[src/rtl/pattern_pkg.sv]
// Shared constants for the multi-pattern video source:
// pattern select codes and the colour-bar table.
package pattern_pkg;

  localparam logic [2:0] MODE_BARS  = 3'd0;
  localparam logic [2:0] MODE_CHECK = 3'd1;
  localparam logic [2:0] MODE_GREYX = 3'd2;
  localparam logic [2:0] MODE_GREYY = 3'd3;
  localparam logic [2:0] MODE_WHITE = 3'd4;
  localparam logic [2:0] MODE_BOX   = 3'd5;

  // {r,g,b} on/off per bar, left to right
  localparam logic [2:0] BAR_RGB [8] = '{
    3'b111, 3'b110, 3'b011, 3'b010,
    3'b101, 3'b100, 3'b001, 3'b000
  };

endpackage

[src/rtl/bounce_ctr.sv]
// One axis of the moving box: position plus direction,
// stepping once per frame and bouncing between 0 and limit.
module bounce_ctr
  import pattern_pkg::*;
#(
  parameter int W   = 12,
  parameter int BOX = 64
) (
  input  logic         clk_i,
  input  logic         rst_i,
  input  logic         step_i,
  input  logic [W-1:0] limit_i,
  output logic [W-1:0] pos_nxt_o
);

  localparam logic [W:0] BOXW = (W+1)'(BOX);

  logic [W-1:0] pos_q, pos_d;
  logic         up_q, up_d;
  logic [W:0]   hi_end;
  logic [W:0]   lim;

  assign hi_end = {1'b0, pos_q} + BOXW;
  assign lim    = {1'b0, limit_i};

  always_comb begin
    pos_d = pos_q;
    up_d  = up_q;
    if (step_i) begin
      if (lim < BOXW) begin
        pos_d = '0;
        up_d  = 1'b1;
      end else if (up_q) begin
        if (hi_end < lim) begin
          pos_d = pos_q + W'(1);
          if (hi_end + (W+1)'(1) == lim)
            up_d = 1'b0;
        end else begin
          up_d = 1'b0;
        end
      end else begin
        if (pos_q != '0) begin
          pos_d = pos_q - W'(1);
          if (pos_q == W'(1))
            up_d = 1'b1;
        end else begin
          up_d = 1'b1;
        end
      end
    end
  end

  always_ff @(posedge clk_i) begin
    if (rst_i) begin
      pos_q <= '0;
      up_q  <= 1'b1;
    end else begin
      pos_q <= pos_d;
      up_q  <= up_d;
    end
  end

  assign pos_nxt_o = pos_d;

endmodule

[src/rtl/multipattern_src.sv]
// Test-pattern pixel source driven by sink strobes.
// Define PATTERN_BORDER_EN for a 1-pixel white frame border.
module multipattern_src
  import pattern_pkg::*;
#(
  parameter int BITS_PER_COLOR = 8,
  parameter int HW             = 12,
  parameter int BOX            = 64
) (
  input  logic                        i_pixclk,
  input  logic                        i_reset,
  input  logic [HW-1:0]               i_width,
  input  logic [HW-1:0]               i_height,
  input  logic [2:0]                  i_mode,
  input  logic                        i_rd,
  input  logic                        i_newline,
  input  logic                        i_newframe,
  output logic [3*BITS_PER_COLOR-1:0] o_pixel,
  output logic [7:0]                  o_frame
);

  localparam int         PW   = 3*BITS_PER_COLOR;
  localparam logic [HW:0] BOXW = (HW+1)'(BOX);

  logic [HW-1:0] x_q, x_d, y_q, y_d;
  logic [7:0]    frame_q, frame_d;
  logic [2:0]    mode_q, mode_d;
  logic [HW-1:0] bcnt_q, bcnt_d;
  logic [3:0]    bidx_q, bidx_d;
  logic [PW-1:0] pix_q, pix_d;

  logic [HW-1:0] bar_w;
  logic [HW:0]   x_p1, y_p1;
  logic [HW-1:0] bx_n, by_n;
  logic          in_rng, in_box;

  assign bar_w = i_width >> 3;
  assign x_p1  = {1'b0, x_q} + (HW+1)'(1);
  assign y_p1  = {1'b0, y_q} + (HW+1)'(1);

  function automatic logic [PW-1:0] rgb(input logic [2:0] c);
    return {{BITS_PER_COLOR{c[2]}},
            {BITS_PER_COLOR{c[1]}},
            {BITS_PER_COLOR{c[0]}}};
  endfunction

  bounce_ctr #(.W(HW), .BOX(BOX)) u_bx (
    .clk_i     (i_pixclk),
    .rst_i     (i_reset),
    .step_i    (i_newframe),
    .limit_i   (i_width),
    .pos_nxt_o (bx_n)
  );

  bounce_ctr #(.W(HW), .BOX(BOX)) u_by (
    .clk_i     (i_pixclk),
    .rst_i     (i_reset),
    .step_i    (i_newframe),
    .limit_i   (i_height),
    .pos_nxt_o (by_n)
  );

  // Bar index tracks x by counting, so no x/bar_w divider.
  always_comb begin
    x_d     = x_q;
    y_d     = y_q;
    frame_d = frame_q;
    mode_d  = mode_q;
    bcnt_d  = bcnt_q;
    bidx_d  = bidx_q;
    if (i_newframe) begin
      x_d     = '0;
      y_d     = '0;
      frame_d = frame_q + 8'd1;
      mode_d  = i_mode;
      bcnt_d  = '0;
      bidx_d  = '0;
    end else if (i_newline) begin
      x_d    = '0;
      bcnt_d = '0;
      bidx_d = '0;
      if (y_p1 < {1'b0, i_height})
        y_d = y_p1[HW-1:0];
    end else if (i_rd && x_p1 < {1'b0, i_width}) begin
      x_d = x_p1[HW-1:0];
      if (!bidx_q[3]) begin
        if (bcnt_q == bar_w - HW'(1)) begin
          bcnt_d = '0;
          bidx_d = bidx_q + 4'd1;
        end else begin
          bcnt_d = bcnt_q + HW'(1);
        end
      end
    end
  end

  assign in_rng = (x_d < i_width) && (y_d < i_height);
  assign in_box = ({1'b0, x_d} >= {1'b0, bx_n})
               && ({1'b0, x_d} < {1'b0, bx_n} + BOXW)
               && ({1'b0, y_d} >= {1'b0, by_n})
               && ({1'b0, y_d} < {1'b0, by_n} + BOXW);

  // Pixel is built from next-state so it lines up with x_q/y_q.
  always_comb begin
    pix_d = '0;
    if (in_rng) begin
      case (mode_d)
        MODE_BARS:
          if (bar_w != '0 && !bidx_d[3])
            pix_d = rgb(BAR_RGB[bidx_d[2:0]]);
        MODE_CHECK:
          if (x_d[5] ^ y_d[5]) pix_d = '1;
        MODE_GREYX:
          pix_d = {3{x_d[BITS_PER_COLOR-1:0]}};
        MODE_GREYY:
          pix_d = {3{y_d[BITS_PER_COLOR-1:0]}};
        MODE_WHITE:
          pix_d = '1;
        MODE_BOX:
          if (in_box) pix_d = '1;
        default:
          pix_d = '0;
      endcase
`ifdef PATTERN_BORDER_EN
      if (x_d == '0 || y_d == '0 ||
          x_d == i_width - HW'(1) ||
          y_d == i_height - HW'(1))
        pix_d = '1;
`endif
    end
  end

  always_ff @(posedge i_pixclk) begin
    if (i_reset) begin
      x_q     <= '0;
      y_q     <= '0;
      frame_q <= '0;
      mode_q  <= MODE_BARS;
      bcnt_q  <= '0;
      bidx_q  <= '0;
      pix_q   <= '0;
    end else begin
      x_q     <= x_d;
      y_q     <= y_d;
      frame_q <= frame_d;
      mode_q  <= mode_d;
      bcnt_q  <= bcnt_d;
      bidx_q  <= bidx_d;
      pix_q   <= pix_d;
    end
  end

  assign o_pixel = pix_q;
  assign o_frame = frame_q;

endmodule

[config.mk]
export PLATFORM = sky130hd
export DESIGN_NAME = multipattern_src
export DESIGN_NICKNAME = d
export VERILOG_FILES = /design/src/rtl/pattern_pkg.sv /design/src/rtl/bounce_ctr.sv /design/src/rtl/multipattern_src.sv
export SDC_FILE = /design/constraint.sdc
export NUM_CORES = 1
export LEC_CHECK = 0
export CORE_MARGIN = 3
export CORE_UTILIZATION = 35
export DETAILED_ROUTE_END_ITERATION = 7
export GPL_TIMING_DRIVEN = 1
export SETUP_SLACK_MARGIN = 0.15
export SYNTH_ARGS = -nofsm -noshare
export SYNTH_HDL_FRONTEND = slang
export SYNTH_SLANG_ARGS = --single-unit
[constraint.sdc]
create_clock -name i_pixclk -period 9.4 [get_ports i_pixclk]
set_input_delay 1.41 -clock i_pixclk [delete_from_list [all_inputs] [get_ports i_pixclk]]
set_output_delay 1.41 -clock i_pixclk [all_outputs]
set_load 0.02 [all_outputs]
==> run summary, run 1 <==
via count: 9171
CTS tree: yes
Post-Syn Instances: 1231
register area share after synthesis: 0.208
GRT Util Overall: 0.187
Internal Power: 782 uW
Relative slew margins: 0.289
cell breakdown of the critical path: clkdlybuf4s50_1, inv_1, ha_1, o21a_1, o21ai_0, o31ai_1, nor2_1, nand2_1, xor2_1, nor2_1, ha_1, a211oi_1, a2111oi_0, a211oi_1, nand2_1, a211o_1, nor4_1, nor2_1, nand2_1
# setup viols final: 0
FMAX: 0.139 GHz
first-pass GRT wire length: 46500 um
final routed DRC violation total: 0
Avg Synthesized Cell Area: 7.89 sq um
EDFF count, synth: 0
Fin. Hold Viols: 0
worst r2r dst: o_pixel[16]
Worst Setup Path Type: in2reg
CTS sink count: 101
power share of the clock group: 0.394
clk_lat worst skew: 0.37 ns
Worst R2R Path Depth: 22
HPWL after DPL: 22100 um
synthesized cell area: 9710 sq um
share of total power in combinational logic: 0.201
Worst Hold End: o_frame[7]
layout cell share with drive strength beyond 1: 0.0516
number of inserted diodes: 0
power per cell area: 103 nW/um^2
Mapped Nets: 1391
area of the die: 29800 sq um
top cells by count, synth: 138 x nor2_1, 128 x ha_1, 112 x nand2_1
port buffer count: 63
die width: 173 um
skew final: 0.0181 ns
Leak: 0.00450 uW
CP Data Required Time: 9.70 ns
CP delay by family, top: simple AND/OR/NAND/NOR gates
slowest stage delay, CP: 0.94 ns
Fill cells: 2787
Vias per Instance: 5.62
FFs w/ async S/R, synth: 0
Switch Pwr: 346 uW
Syn. warnings: 0
H-Tree Level Count: 3
top_reg_cell synth: dfxtp_1
Yosys top cell by area: dfxtp_1
Arr. time, crit path: 7.51 ns
post-route insts no fill: 1632
WL/cell: 17.4 um
number of antenna violations at the first check in global routing: 0
Crit-path slowest cell: nor4_1
Final Max Slew Viols: 0
die height: 173 um
setup TNS: 0 ns
Final ANT Viol Nets: 0
Worst-Margin Slew: 1.06 ns
most common cell in the netlist: nor2_1
NumNets Final: 1415
worst-path maximum fanout: 9
IO Count: 64
# Max-Cap Violations: 0
routability cong.: 0.933
Starting DRT DRC Count: 691
Worst Path Buf+Inv: 2
r2r setup slk: 2.59 ns
CTS Hold Bufs: 0
post-cts resize count: 0
Pre-antenna DRT Iters: 5
minimum clock period: 7.21 ns
fin util: 0.404
P&R area growth vs syn: 12.7%
drt total wl: 28500 um
TritonCTS Buffers: 9
Cells after DPL: 1616
CP Capture Type: register
standard-cell row count: 60
dominant cells by area after synthesis: dfxtp_1 21%, ha_1 16%, xor2_1 5.8%
Max IR drop VDD: 0.0757 mV
grt total ovfl: 0
largest net degree at the start of global routing: 54
Flop pwr share: 0.406
Switching Fraction: 0.307
clock tree buffer depth: 2
vias in the first global route: 8765
HP Class: reg2reg
initial core utilization: 0.358
RSZ-0062 raised after global routing: no
startpoint types: input pin
hold path cells: 2
Core ar.: 27100 sq um
Root Driver: clkbuf_16
Clock Pin Slew Worst Setup and Hold Paths: 0.08 ns
crit path from: i_width[10]
Post-CTS Setup Bufs: 0
synthesis-stage register bit count: 101
status: finished clean
Yosys top cell area share: 0.208
Final Cycle Share: 0.767
synth unique cells: 91
RR Startpoint: x_q[0]
total power: 1130 uW
hold path start: o_frame[7]
stage by stage:
stage / hold WS [ns] / setup slack, ns / instance area [sq um]
floorplan: 0.478 / 3.24 / 9710
global placement: 0.471 / 1.93 / 10600
detailed placement: 0.487 / 1.89 / 10600
CTS: 0.499 / 2.21 / 10900
global route: 0.539 / 1.87 / 10900
finish: 0.494 / 2.19 / 10900
power groups by stage:
stage	Sequential (uW)	Combinational [uW]	Clock, uW
detailed placement	468	226	0
finish	458	226	444
global route	460	250	471
floorplan	480	129	0
CTS	458	227	452
global placement	468	223	0
cell usage in the layout, fill, tap and decap left out, types with 14 or more instances in the layout:
| master | n |
|---|---|
| o21a_1 | 15 |
| nor3_1 | 34 |
| nand3_1 | 58 |
| nor2b_1 | 14 |
| and3_1 | 22 |
| clkdlybuf4s50_1 | 61 |
| a21oi_1 | 58 |
| o21ai_0 | 42 |
| dfxtp_1 | 101 |
| nor4_1 | 21 |
| xor2_1 | 64 |
| nand4_1 | 29 |
| ha_1 | 128 |
| inv_1 | 52 |
| xnor2_1 | 54 |
| nand2_1 | 112 |
| nor2_1 | 138 |
state kept, by name, indices dropped and copies added (netlist names):
signal,cells
x_q,12
y_q,12
o_frame,8
u_bx.pos_q,12
u_by.up_q,1
o_pixel,24
bidx_q,4
u_by.pos_q,12
bcnt_q,12
u_bx.up_q,1
mode_q,3
area by class of cell:
type                       instances  area [sq um]  area share
multi-input combinational       1023          7250       0.662
sequential                       101          2020       0.185
timing repair buffer              67           651      0.0595
tap                              372           465      0.0425
clock buffer                       9           225      0.0206
inverter                          53           199      0.0182
clock inverter                     7           134      0.0122
cells by family after synthesis:
family          Yosys count  synth area share
mux                      10            0.0106
xor+xnor                119             0.109
compound gates          258             0.199
simple gates            508             0.263
fa+ha+maj               128             0.165
flops                   101             0.208
buf+inv                 107            0.0452
routing by layer:
layer / wire (um) / global-route usage / share of wire
met2: 13200 / 0.313 / 0.46
met1: 13300 / 0.251 / 0.47
met3: 1270 / 0.0290 / 0.045
met5: 0 / 0 / 0
met4: 663 / 0.0544 / 0.023
worst reg2reg max path, cell delays in order (launching register included):
cell       delay (ns)
dfxtp_1          0.45
and3_1           0.27
nand3_1          0.21
nor2_1           0.28
and3_1           0.26
xor2_1           0.16
ha_1             0.24
o21a_1           0.18
o21ai_0          0.43
o31ai_1          0.26
nor2_1           0.56
nand2_1          0.14
xor2_1           0.38
nor2_1           0.14
ha_1             0.22
a211oi_1         0.29
a2111oi_0        0.22
a211oi_1         0.31
nand2_1          0.10
a211o_1          0.40
nor4_1           0.94
nor2_1           0.19
nand2_1          0.12
worst max-delay path by stage:
stage	endpoint	slack (ns)	depth (start not counted)
after global routing	o_pixel[20]	1.87	19
after global placement	o_pixel[20]	1.93	19
final	o_pixel[16]	2.19	19
after floorplan	o_pixel[21]	3.24	19
after detailed placement	o_pixel[20]	1.89	19
after CTS	o_pixel[16]	2.21	19
Note: power is estimated with default switching activity, not from simulation.
==> run 2: changes to the inputs <==
Clock period 9.4 ns to 7.5 ns, I/O delays scaled along.
==> run 2 against run 1 <==
  * Wire length increased by 0.81%
  * Setup slack got worse by 1.5 ns
  * Utilization decreased by 0.12 points
  * Flip-flop and latch count unchanged
  * Cell count increased by 0.18%
  * Worst hold slack about the same
  * Sequential share of layout area increased by 0.053 points
  * Clock power increased by 9.2%
  * Clock-buffer cell count increased by 1
  * Final area decreased by 0.29%
  * Sequential power increased by 25%
  * Critical path type unchanged
  * Critical endpoint is now o_pixel[2]
==> run summary, run 2 (same netlist as run 1, synthesis figures left out) <==
largest net degree at the start of global routing: 53 (was 54)
Pre-antenna DRT Iters: 7 (was 5)
setup TNS: 0 ns (unchanged)
initial core utilization: 0.358 (unchanged)
GRT Util Overall: 0.188 (was 0.187)
IO Count: 64 (unchanged)
standard-cell row count: 60 (unchanged)
Leak: 0.00449 uW (was 0.00450 uW)
clock tree buffer depth: 2 (unchanged)
Worst R2R Path Depth: 23 (was 22)
CP Data Required Time: 7.80 ns (was 9.70 ns)
die height: 173 um (unchanged)
status: finished clean (unchanged)
CTS sink count: 101 (unchanged)
routability cong.: 0.907 (was 0.933)
startpoint types: input pin (unchanged)
P&R area growth vs syn: 12.4% (was 12.7%)
Max IR drop VDD: 0.0885 mV (was 0.0757 mV)
post-route insts no fill: 1635 (was 1632)
die width: 173 um (unchanged)
number of inserted diodes: 0 (unchanged)
hold path cells: 2 (unchanged)
FMAX: 0.146 GHz
Core ar.: 27100 sq um (unchanged)
layout cell share with drive strength beyond 1: 0.0546 (was 0.0516)
Final Cycle Share: 0.912
multi-input combinational cell area: 7250 sq um (about the same)
via count: 9210 (was 9171)
WL/cell: 17.5 um (was 17.4 um)
# setup viols final: 0 (unchanged)
most common cell after layout, fill and taps aside: nor2_1 (unchanged)
NumNets Final: 1419 (was 1415)
Fin. Hold Viols: 0 (unchanged)
worst-path maximum fanout: 8 (was 9)
RSZ-0062 raised after global routing: no (unchanged)
CTS Hold Bufs: 0 (unchanged)
Fill cells: 2771 (was 2787)
H-Tree Level Count: 3 (unchanged)
drt total wl: 28700 um (was 28500 um)
Vias per Instance: 5.63 (was 5.62)
HPWL after DPL: 22500 um (was 22100 um)
Largest register FFs: 24 (unchanged)
port buffer count: 63 (unchanged)
commonest cells after routing, fill and taps aside: 138 x nor2_1, 128 x ha_1, 112 x nand2_1 (unchanged)
skew final: 0.0140 ns (was 0.0181 ns)
first-pass GRT wire length: 46100 um (was 46500 um)
final routed DRC violation total: 0 (unchanged)
CP Capture Type: register (unchanged)
CTS tree: yes (unchanged)
HP Class: reg2reg (unchanged)
Relative slew margins: 0.300 (was 0.289)
grt total ovfl: 0 (unchanged)
Seq. cell area: 2020 sq um (unchanged)
Root Driver: clkbuf_16 (unchanged)
number of antenna violations at the first check in global routing: 0 (unchanged)
clk_lat worst skew: 0.37 ns (about the same)
Final ANT Viol Nets: 0 (unchanged)
area of the die: 29800 sq um (unchanged)
Clock Pin Slew Worst Setup and Hold Paths: 0.07 ns (was 0.08 ns)
Final Max Slew Viols: 0 (unchanged)
total power: 1340 uW (was 1130 uW)
Worst Setup Path Type: in2reg (unchanged)
# Max-Cap Violations: 0 (unchanged)
vias in the first global route: 8681 (was 8765)
minimum clock period: 6.84 ns
power per cell area: 123 nW/um^2 (was 103 nW/um^2)
TritonCTS Buffers: 9 (unchanged)
Worst-Margin Slew: 1.02 ns (was 1.06 ns)
Cells after DPL: 1620 (was 1616)
Starting DRT DRC Count: 694 (was 691)
Arr. time, crit path: 7.14 ns (was 7.51 ns)
-- run 2: cell count changes in the layout (fill, tap and decap cells not counted) --
cell and delta:
buf_4 +4, bufinv_16 -2, clkbuf_8 +1, clkinv_8 -3
clkinvlp_4 +1, inv_6 +1, inv_8 +1, nor4_1 -1
nor4_2 +1
-- run 2: area by class of cell --
type	instances	share of cell area
clock inverters	5	0.00482
inverters	53	0.0182
well taps	372	0.0427
clock buffers	10	0.0219
flip-flops and latches	101	0.185
repair buffers	71	0.0624
multi-input cells	1023	0.665
-- run 2: what timing repair did --
item | 4_1_cts | 5_1_grt
hold endpoints to repair | 0 | 0
setup endpoints to repair | 0 | 21
gates resized for setup | 0 | 1
buffers inserted | 0 | 0
-- run 2: worst max-delay path, stage by stage --
cell and delay, ns:
clkdlybuf4s50_1 0.71, inv_1 0.18, ha_1 0.34, o21a_1 0.10, o21ai_0 0.48, o31ai_1 0.25
nor2_1 0.32, buf_4 0.20, nand2_1 0.07, xor2_1 0.31, nor2_1 0.16, ha_1 0.32
a211oi_1 0.26, a2111oi_0 0.25, a211oi_1 0.44, nand2_1 0.09, a211o_1 0.41, nor3_1 0.73
a31oi_4 0.25, nand2_1 0.13
-- run 2: final timing paths --
| kind | start | slack (ns) | end |
|---|---|---|---|
| max | i_width[10] | 0.66 | o_pixel[2] |
| max reg2reg | x_q[0] | 0.75 | o_pixel[2] |
| min reg2reg | o_frame[7] | 0.49 | o_frame[7] |
| min | o_frame[7] | 0.49 | o_frame[7] |
-- run 2: report_power, final --
group / switching [uW] / total, uW / leakage (uW) / internal (uW)
Combinational: 166 / 284 / 0.00353 / 118
Sequential: 16.6 / 574 / 0.000822 / 557
Clock: 244 / 485 / 0.000140 / 241
-- run 2: stage by stage --
step	setup WS (ns)	instance area (sq um)	hold slack (ns)	util
6_report	0.659	10900	0.494	0.403
4_1_cts	0.604	10900	0.500	0.402
3_3_place_gp	0.352	10600	0.469	0.392
5_1_grt	0.210	10900	0.560	0.403
2_1_floorplan	1.63	9710	0.478	-
3_5_place_dp	0.296	10600	0.486	0.392
-- run 2: layer usage --
layer  vias to the layer above  wire length [um]  track usage
li1                       4545                 -            -
met1                      4342             13400        0.254
met2                       274             13100        0.310
met3                        49              1340       0.0259
met4                         0               861       0.0615
met5                         -                 0            0
